===== config.mk =====
export PLATFORM = sky130hd
export DESIGN_NAME = inst_fetch_unit
export DESIGN_NICKNAME = d
export VERILOG_FILES = /design/src/rtl/rv_core_pkg.sv /design/src/rtl/pc_next_gen.sv /design/src/rtl/inst_fetch_unit.sv
export SDC_FILE = /design/constraint.sdc
export NUM_CORES = 1
export LEC_CHECK = 0
export ABC_AREA = 0
export CAP_MARGIN = 20
export CORE_MARGIN = 1.5
export CORE_UTILIZATION = 39
export CTS_CLUSTER_DIAMETER = 30
export DETAILED_ROUTE_END_ITERATION = 10
export PLACE_DENSITY = 0.74
export RECOVER_POWER = 50
export SYNTH_ARGS = -nofsm -noshare
export SYNTH_HDL_FRONTEND = slang
export SYNTH_SLANG_ARGS = --single-unit

===== constraint.sdc =====
create_clock -name CLK -period 5.1 [get_ports CLK]
set_clock_uncertainty 0.2 [all_clocks]
set_input_delay 1.02 -clock CLK [delete_from_list [all_inputs] [get_ports CLK]]
set_output_delay 1.02 -clock CLK [all_outputs]
set_load 0.1 [all_outputs]

===== src/rtl/rv_core_pkg.sv =====
// Shared core definitions: data widths, NOP encoding and fetch FSM states.
package rv_core_pkg;

  localparam int XLEN  = 32;
  localparam int OPC_W = 7;

  localparam logic [XLEN-1:0] NOP_INST = 32'h0000_0013;

  typedef enum logic [1:0] {
    S_REQ  = 2'd0,
    S_FULL = 2'd1,
    S_DROP = 2'd2
  } fetch_state_e;

  function automatic logic [XLEN-1:0] word_align(input logic [XLEN-1:0] addr);
    return {addr[XLEN-1:2], 2'b00};
  endfunction

endpackage


===== src/rtl/pc_next_gen.sv =====
// Next fetch address: redirect target, sequential +4 (mod 2^32) or hold.
module pc_next_gen
  import rv_core_pkg::*;
(
  input  logic [XLEN-1:0] i_cur_addr,
  input  logic            i_branch_taken,
  input  logic [XLEN-1:0] i_branch_target,
  input  logic            i_advance,
  output logic [XLEN-1:0] o_next_addr
);

  // Redirect has priority over sequential advance.
  always_comb begin
    if (i_branch_taken) begin
      o_next_addr = word_align(i_branch_target);
    end else if (i_advance) begin
      o_next_addr = i_cur_addr + 32'd4;
    end else begin
      o_next_addr = i_cur_addr;
    end
  end

endmodule


===== src/rtl/inst_fetch_unit.sv =====
// Single-entry instruction fetch buffer with branch redirect and
// discard of in-flight reads that a redirect has made stale.
module inst_fetch_unit
  import rv_core_pkg::*;
#(
  parameter logic [31:0] RESET_PC = 32'h0000_0000
)(
  input  logic        CLK,
  input  logic        RST_N,
  input  logic        BRANCH_TAKEN,
  input  logic [31:0] BRANCH_TARGET,
  output logic        IMEM_REQ,
  output logic [31:0] IMEM_ADDR,
  input  logic        IMEM_ACK,
  input  logic [31:0] IMEM_RDATA,
  output logic [31:0] INST,
  output logic [6:0]  OPE_CODE,
  output logic [31:0] PC,
  output logic        INST_VALID,
  input  logic        INST_READY
);

  fetch_state_e    r_state;
  fetch_state_e    w_state_nxt;
  logic            r_started;
  logic [XLEN-1:0] r_addr;
  logic [XLEN-1:0] r_pend;
  logic [XLEN-1:0] r_inst;
  logic [XLEN-1:0] r_pc;
  logic [XLEN-1:0] w_cur_addr;
  logic [XLEN-1:0] w_next_addr;
  logic [XLEN-1:0] w_addr_nxt;
  logic            w_accept;
  logic            w_stall_redirect;

  // In S_DROP the bus keeps the stale address; redirects accumulate in r_pend.
  assign w_cur_addr       = (r_state == S_DROP) ? r_pend : r_addr;
  assign w_accept         = (r_state == S_REQ) && IMEM_REQ && IMEM_ACK && !BRANCH_TAKEN;
  assign w_stall_redirect = (r_state == S_REQ) && r_started && BRANCH_TAKEN && !IMEM_ACK;

  pc_next_gen u_pc_next_gen (
    .i_cur_addr      (w_cur_addr),
    .i_branch_taken  (BRANCH_TAKEN),
    .i_branch_target (BRANCH_TARGET),
    .i_advance       (w_accept),
    .o_next_addr     (w_next_addr)
  );

  // State register; r_started keeps the request low until the first edge after reset.
  always_ff @(posedge CLK or negedge RST_N) begin
    if (!RST_N) begin
      r_state   <= S_REQ;
      r_started <= 1'b0;
    end else begin
      r_state   <= w_state_nxt;
      r_started <= 1'b1;
    end
  end

  // Next-state logic.
  always_comb begin
    w_state_nxt = r_state;
    case (r_state)
      S_REQ: begin
        if (w_stall_redirect) begin
          w_state_nxt = S_DROP;
        end else if (w_accept) begin
          w_state_nxt = S_FULL;
        end else begin
          w_state_nxt = S_REQ;
        end
      end
      S_FULL: begin
        if (BRANCH_TAKEN || INST_READY) begin
          w_state_nxt = S_REQ;
        end else begin
          w_state_nxt = S_FULL;
        end
      end
      S_DROP: begin
        if (IMEM_ACK) begin
          w_state_nxt = S_REQ;
        end else begin
          w_state_nxt = S_DROP;
        end
      end
      default: w_state_nxt = S_REQ;
    endcase
  end

  // Output decode from registered state only.
  always_comb begin
    IMEM_REQ   = 1'b0;
    INST_VALID = 1'b0;
    case (r_state)
      S_REQ:   IMEM_REQ   = r_started;
      S_DROP:  IMEM_REQ   = r_started;
      S_FULL:  INST_VALID = 1'b1;
      default: IMEM_REQ   = 1'b0;
    endcase
  end

  // Bus address update: held while a read is outstanding and unacknowledged.
  always_comb begin
    w_addr_nxt = r_addr;
    case (r_state)
      S_REQ: begin
        if (w_stall_redirect) begin
          w_addr_nxt = r_addr;
        end else begin
          w_addr_nxt = w_next_addr;
        end
      end
      S_FULL: w_addr_nxt = w_next_addr;
      S_DROP: begin
        if (IMEM_ACK) begin
          w_addr_nxt = w_next_addr;
        end else begin
          w_addr_nxt = r_addr;
        end
      end
      default: w_addr_nxt = r_addr;
    endcase
  end

  // Fetch datapath registers.
  always_ff @(posedge CLK or negedge RST_N) begin
    if (!RST_N) begin
      r_addr <= RESET_PC;
      r_pend <= RESET_PC;
      r_inst <= NOP_INST;
      r_pc   <= RESET_PC;
    end else begin
      r_addr <= w_addr_nxt;
      if (BRANCH_TAKEN) begin
        r_pend <= w_next_addr;
      end
      if (w_accept) begin
        r_inst <= IMEM_RDATA;
        r_pc   <= r_addr;
      end
    end
  end

  assign IMEM_ADDR = r_addr;
  assign INST      = r_inst;
  assign PC        = r_pc;
  assign OPE_CODE  = r_inst[OPC_W-1:0];

endmodule


=== Yosys cells after proc, flatten, opt, wreduce, memory -nomap -nowiden ===
Index checks and enable logic that the tools add are counted.

* Bits in registers: 131
* Input port bits: 69
* Output and inout port bits: 105
* Logic and storage cells: 37

* Add/sub/neg operators: 1
* Equal/unequal tests: 4
* Mux-type cells: 13
* Reductions and logical operators: 13

{| class="wikitable"
|+ Operator list
! kind !! number
|-
| 2-to-1 mux 32 bit || 5
|-
| case mux 32 bit (3 select lines) || 1
|-
| adder 32 x 3 -> 32 bit, second input constant || 1
|-
| logical AND 1 bit || 6
|-
| case mux 2 bit (3 select lines) || 1
|-
| 2-to-1 mux 1 bit || 4
|-
| 2-to-1 mux 2 bit || 2
|-
| inequality test 2 bit, second input constant || 2
|-
| AND reduction 3 bit || 1
|-
| nonzero test 3 bit || 1
|-
| equality test 2 x 1 -> 1 bit, second input constant || 1
|-
| equality test 2 bit, second input constant || 1
|-
| zero test 1 bit || 2
|-
| zero test 2 bit || 1
|-
| OR reduction 2 bit || 1
|-
| logical OR 1 bit || 1
|}

=== Logic depth before layout (Yosys ltp) ===
* Depth in word-level cells: 10
* Mapped depth: 15
* Gate-level depth less buffers: 11

=== Cells and area by module ===
Synthesis repeated with hierarchy kept, for this count alone.

* Cells, all modules: 505
* Area, all modules: 6557.5 um^2

{| class="wikitable"
|+ Modules (own cells, without submodules)
! module !! times used !! cells an instance !! area an instance (um^2) !! seq. area each (um^2)
|-
| inst_fetch_unit || 1 || 328 || 5509.0 || 3281.9
|-
| pc_next_gen || 1 || 177 || 1048.5 || 0.0
|}

=== Least setup slack after synthesis ===
No wires, ideal clock.

* Path type: flip-flop to output port
* Start point: register r_state[1]
* End point: output INST_VALID
* Arrival time: 1.846 ns
* Data required time: 3.880 ns
* Slack: 2.034 ns
* Cell stages (with the launch flop): 3
* Path buffers: 1
* Path through: dfrtp_1 buf_2 nor2b_1

* Word-level cells in the longest chain between the ends: 2

{| class="wikitable"
|+ Ends and longest elaborated chain
! what !! line !! text
|-
| start, declared || inst_fetch_unit.sv:23 || <nowiki>fetch_state_e r_state;</nowiki>
|-
| start signal, assigned || inst_fetch_unit.sv:55 || <nowiki>r_state <= w_state_nxt;</nowiki>
|-
| equality test 2 x 1 -> 1 bit || inst_fetch_unit.sv:95 || <nowiki>case (r_state)</nowiki>
|-
| 2-to-1 mux 1 bit || inst_fetch_unit.sv:95 ||
|-
| end, declared || inst_fetch_unit.sv:19 || <nowiki>output logic INST_VALID,</nowiki>
|}

No other way between the ends.

=== Worst setup path in the final report ===
* Start point: input IMEM_ACK
* End point: register r_addr[28], in the netlist IMEM_ADDR[28]

* Word-level cells in the longest chain between the ends: 6
* Elaborated cells on any way between the ends: 12
* Those cells by class: eq/ne (2); mux (5); reduce/logical (5)

{| class="wikitable"
|+ Ends and longest elaborated chain
! what !! line !! text
|-
| start, declared || inst_fetch_unit.sv:14 || <nowiki>input logic IMEM_ACK,</nowiki>
|-
| logical AND 1 bit (2 in a row) || inst_fetch_unit.sv:38 || <nowiki>assign w_accept = (r_state == S_REQ) && IMEM_REQ && IMEM_ACK && !BRANCH_TAKEN;</nowiki>
|-
| 2-to-1 mux 32 bit || pc_next_gen.sv:16 || <nowiki>end else if (i_advance) begin</nowiki>
|-
| 2-to-1 mux 32 bit || pc_next_gen.sv:14 || <nowiki>if (i_branch_taken) begin</nowiki>
|-
| 2-to-1 mux 32 bit, on equally long branches || inst_fetch_unit.sv:116, inst_fetch_unit.sv:108 ||
|-
| case mux 32 bit (3 select lines) || inst_fetch_unit.sv:106 || <nowiki>case (r_state)</nowiki>
|-
| end signal, assigned || inst_fetch_unit.sv:134 || <nowiki>r_addr <= w_addr_nxt;</nowiki>
|-
| end, declared || inst_fetch_unit.sv:26 || <nowiki>logic [XLEN-1:0] r_addr;</nowiki>
|}

Parallel ways exist; a longest one is shown, timed or not. The select of a mux whose other input is x is not followed.
A chain may end at the register's enable or synchronous reset.

==> results.cfg <==
[job]
cap_viol_max_count = 1

[global_routing]
grt-ovfl-total = 0
antenna_found_initial = 1
grt_pass1_wl_um = 28600
grt_max_degree = 106
grt_pass1_vias = 5539
track_usage = 0.206

[die]
die_w_um = 132
die_area_sq_um = 17400
coreArea_sq_um = 16100
die_h_um = 132
io_pins = 174
fp-row-count = 46
start_util = 0.403

[worst_setup_path]
cp-start-kind = primary input
critPathCaptureType = flop
crit_required_ns = 5.21
worstPathArrival_ns = 4.07
crit_fanout = 15
critPathKind = in2reg

[clock_network]
clk_path_buf_depth = 2
clk_pin_slew_ns = 0.05
post_cts_buffers = 0
cts_repair_resize_count = 0
worstSkewPairLatency_ns = 0.42
cts_sinks = 131
htree_levels = 4
cts_tree = built
cts_hold_buf = 0
clockRootBuffer = clkbuf_16
numCtsBuffers = 17

[route]
ant_nets = 0
vias = 5544
wirelength_um = 17400
drc = 0
via_per_inst = 4.96
drt_pre_antenna_iters = 4
post_drt_wl_per_cell_um = 15.5
first_iter_violations = 352

[synth]
synthesis.area_sq_um = 6470
seq_area_frac_synth = 0.507
synth_area_leaders = dfrtp_1 50%, nand2_1 16%, xnor2_1 2.7%
yosys.area.top_type = dfrtp_1
synth_edf_count = 0
synth_top_area_share = 0.495
synth_fp_nets = 810
yosysWarnings = 0
synthArstFlopShare = 1.00
yosys_most_used_dff = dfrtp_1
synth_cell_type_count = 58
synth.avg_cell_area_sq_um = 8.74
synthCells = 740
synth-seq-cells = 131

[power_and_ir_drop]
p_int_mw = 2.62
peakVddDrop_uv = 284
clkPwrFrac = 0.279
p_sw_mw = 2.22
power_density_nw_per_um2 = 544
cellLeakagePower_nw = 4.01
power_frac_comb = 0.436
power_mw = 4.84
switching_share = 0.459
pwr-share-seq = 0.284

[timing]
setup_violations = 0
finalHoldViolCount = 0
holdWs_ns = 0.270
slew_viol_final = 106
max_freq_mhz = 252
setup_slack_ns = 1.14
slew-limit-headroom = -0.759
fin_crit_sh = 0.777
finalCriticalPeriod_ns = 3.96
fin_setup_tns_ns = 0
rsz0062_at_grt = false
worstMarginPinSlew_ns = 2.64

[final_layout]
finalNonFillerCells = 1118
nNetsFinal = 958
layout-drive-gt1-share = 0.0744
fill_cells = 1417
syn_to_final_growth_pct = 37.6

[placement]
routabilityCongestion = 0.788
place_ws_ns = 1.14
port_buffers = 171
dp_hpwl_um = 11500
place_inst = 1085

[run_status]
violations = capacitance limit, slew limit
status = finished, violations left

[hold_path]
hold_class = reg2reg
path summary, 6_finish.rpt:
kind	start	cells after the start	endpoint	slack, ns
hold reg to reg	INST[0]	2	INST[0]	0.27
setup / recovery	IMEM_ACK	5	IMEM_ADDR[28]	1.14
hold / removal	INST[0]	2	INST[0]	0.27
setup reg to reg	r_state[0]	10	IMEM_ADDR[28]	1.66
min in group asynchronous	RST_N	1	INST[16]	1.22
max in group asynchronous	RST_N	1	IMEM_ADDR[9]	1.93
synthesized netlist by cell type (3+ instances only):
cell type and count:
mux2i_4 4, nor2_1 34, buf_2 13, nand2_1 269, and3_1 6, a21oi_1 29, xor2_1 8, nand4_1 5
o211ai_1 8, nor2b_1 4, nor3_1 6, mux2i_1 8, xnor2_1 20, nand3_1 17, and2_1 4, o21a_1 8
clkbuf_1 24, buf_4 9, inv_1 29, o221ai_1 14, mux2_2 7, nand3b_1 3, dfrtp_1 128, o21ai_0 33
a31oi_1 4, o21bai_1 3, dfstp_2 3
cells by family after synthesis:
logic type	share of synthesized area
simple gates	0.244
flops	0.507
mux	0.0406
other cells	0.000580
fa+ha+maj	0.00193
buf+inv	0.0576
compound gates	0.110
xor+xnor	0.0379
power by group through the flow:
stage | Combinational, mW | Sequential [mW] | Clock, mW
after floorplan | 0.461 | 2.53 | 0
final | 2.11 | 1.38 | 1.35
after CTS | 2.12 | 1.38 | 1.38
after detailed placement | 2.12 | 1.39 | 0
after global placement | 2.11 | 1.39 | 0
after global routing | 2.20 | 1.40 | 1.42
layout by cell type, fill, tap and decap left out, types with 5 or more instances in the layout:
| master | instances |
|---|---|
| nand3_1 | 16 |
| mux2i_1 | 8 |
| o221ai_1 | 14 |
| xor2_1 | 8 |
| clkbuf_16 | 17 |
| o21ai_0 | 33 |
| nor2_1 | 34 |
| o21a_1 | 8 |
| mux2_2 | 7 |
| dfrtp_1 | 128 |
| nand4_1 | 5 |
| and3_1 | 6 |
| buf_4 | 8 |
| clkdlybuf4s50_1 | 168 |
| nand2_1 | 269 |
| nor3_1 | 6 |
| xnor2_1 | 20 |
| a21oi_1 | 29 |
| bufinv_16 | 5 |
| inv_1 | 29 |
| o211ai_1 | 8 |
worst max-delay path, stage by stage:
cell and delay (ns):
dlygate4sd3_1 0.75, inv_1 0.13, o22ai_1 0.98, nand2b_1 0.78, o221ai_1 0.39
metal layers:
metal | track usage | share of wire
met3 | 0.0404 | 0.050
met5 | 0 | 0
met2 | 0.331 | 0.46
met4 | 0.0704 | 0.011
met1 | 0.279 | 0.47
per-stage QoR:
stage                     instance area [sq um]   util
after floorplan                            6470      -
after global placement                     8260  0.514
after detailed placement                   8260  0.514
after CTS                                  8910  0.555
after global routing                       8900  0.554
final                                      8900  0.554
final cells by class:
| type | count | area (sq um) | share of cell area |
|---|---|---|---|
| Tap cell | 216 | 270 | 0.0304 |
| Inverter | 29 | 109 | 0.0122 |
| Clock inverter | 10 | 178 | 0.0200 |
| Timing Repair Buffer | 179 | 1760 | 0.198 |
| Antenna cell | 1 | 2.50 | 0.000281 |
| Clock buffer | 22 | 474 | 0.0533 |
| Sequential cell | 131 | 3280 | 0.369 |
| Multi-Input combinational cell | 530 | 2830 | 0.317 |
registers in the layout, indices dropped and copies added (netlist names):
signal	flops
r_started	1
PC	32
r_state	2
IMEM_ADDR	32
r_pend	32
INST	32
(Power assumes the default switching activity.)
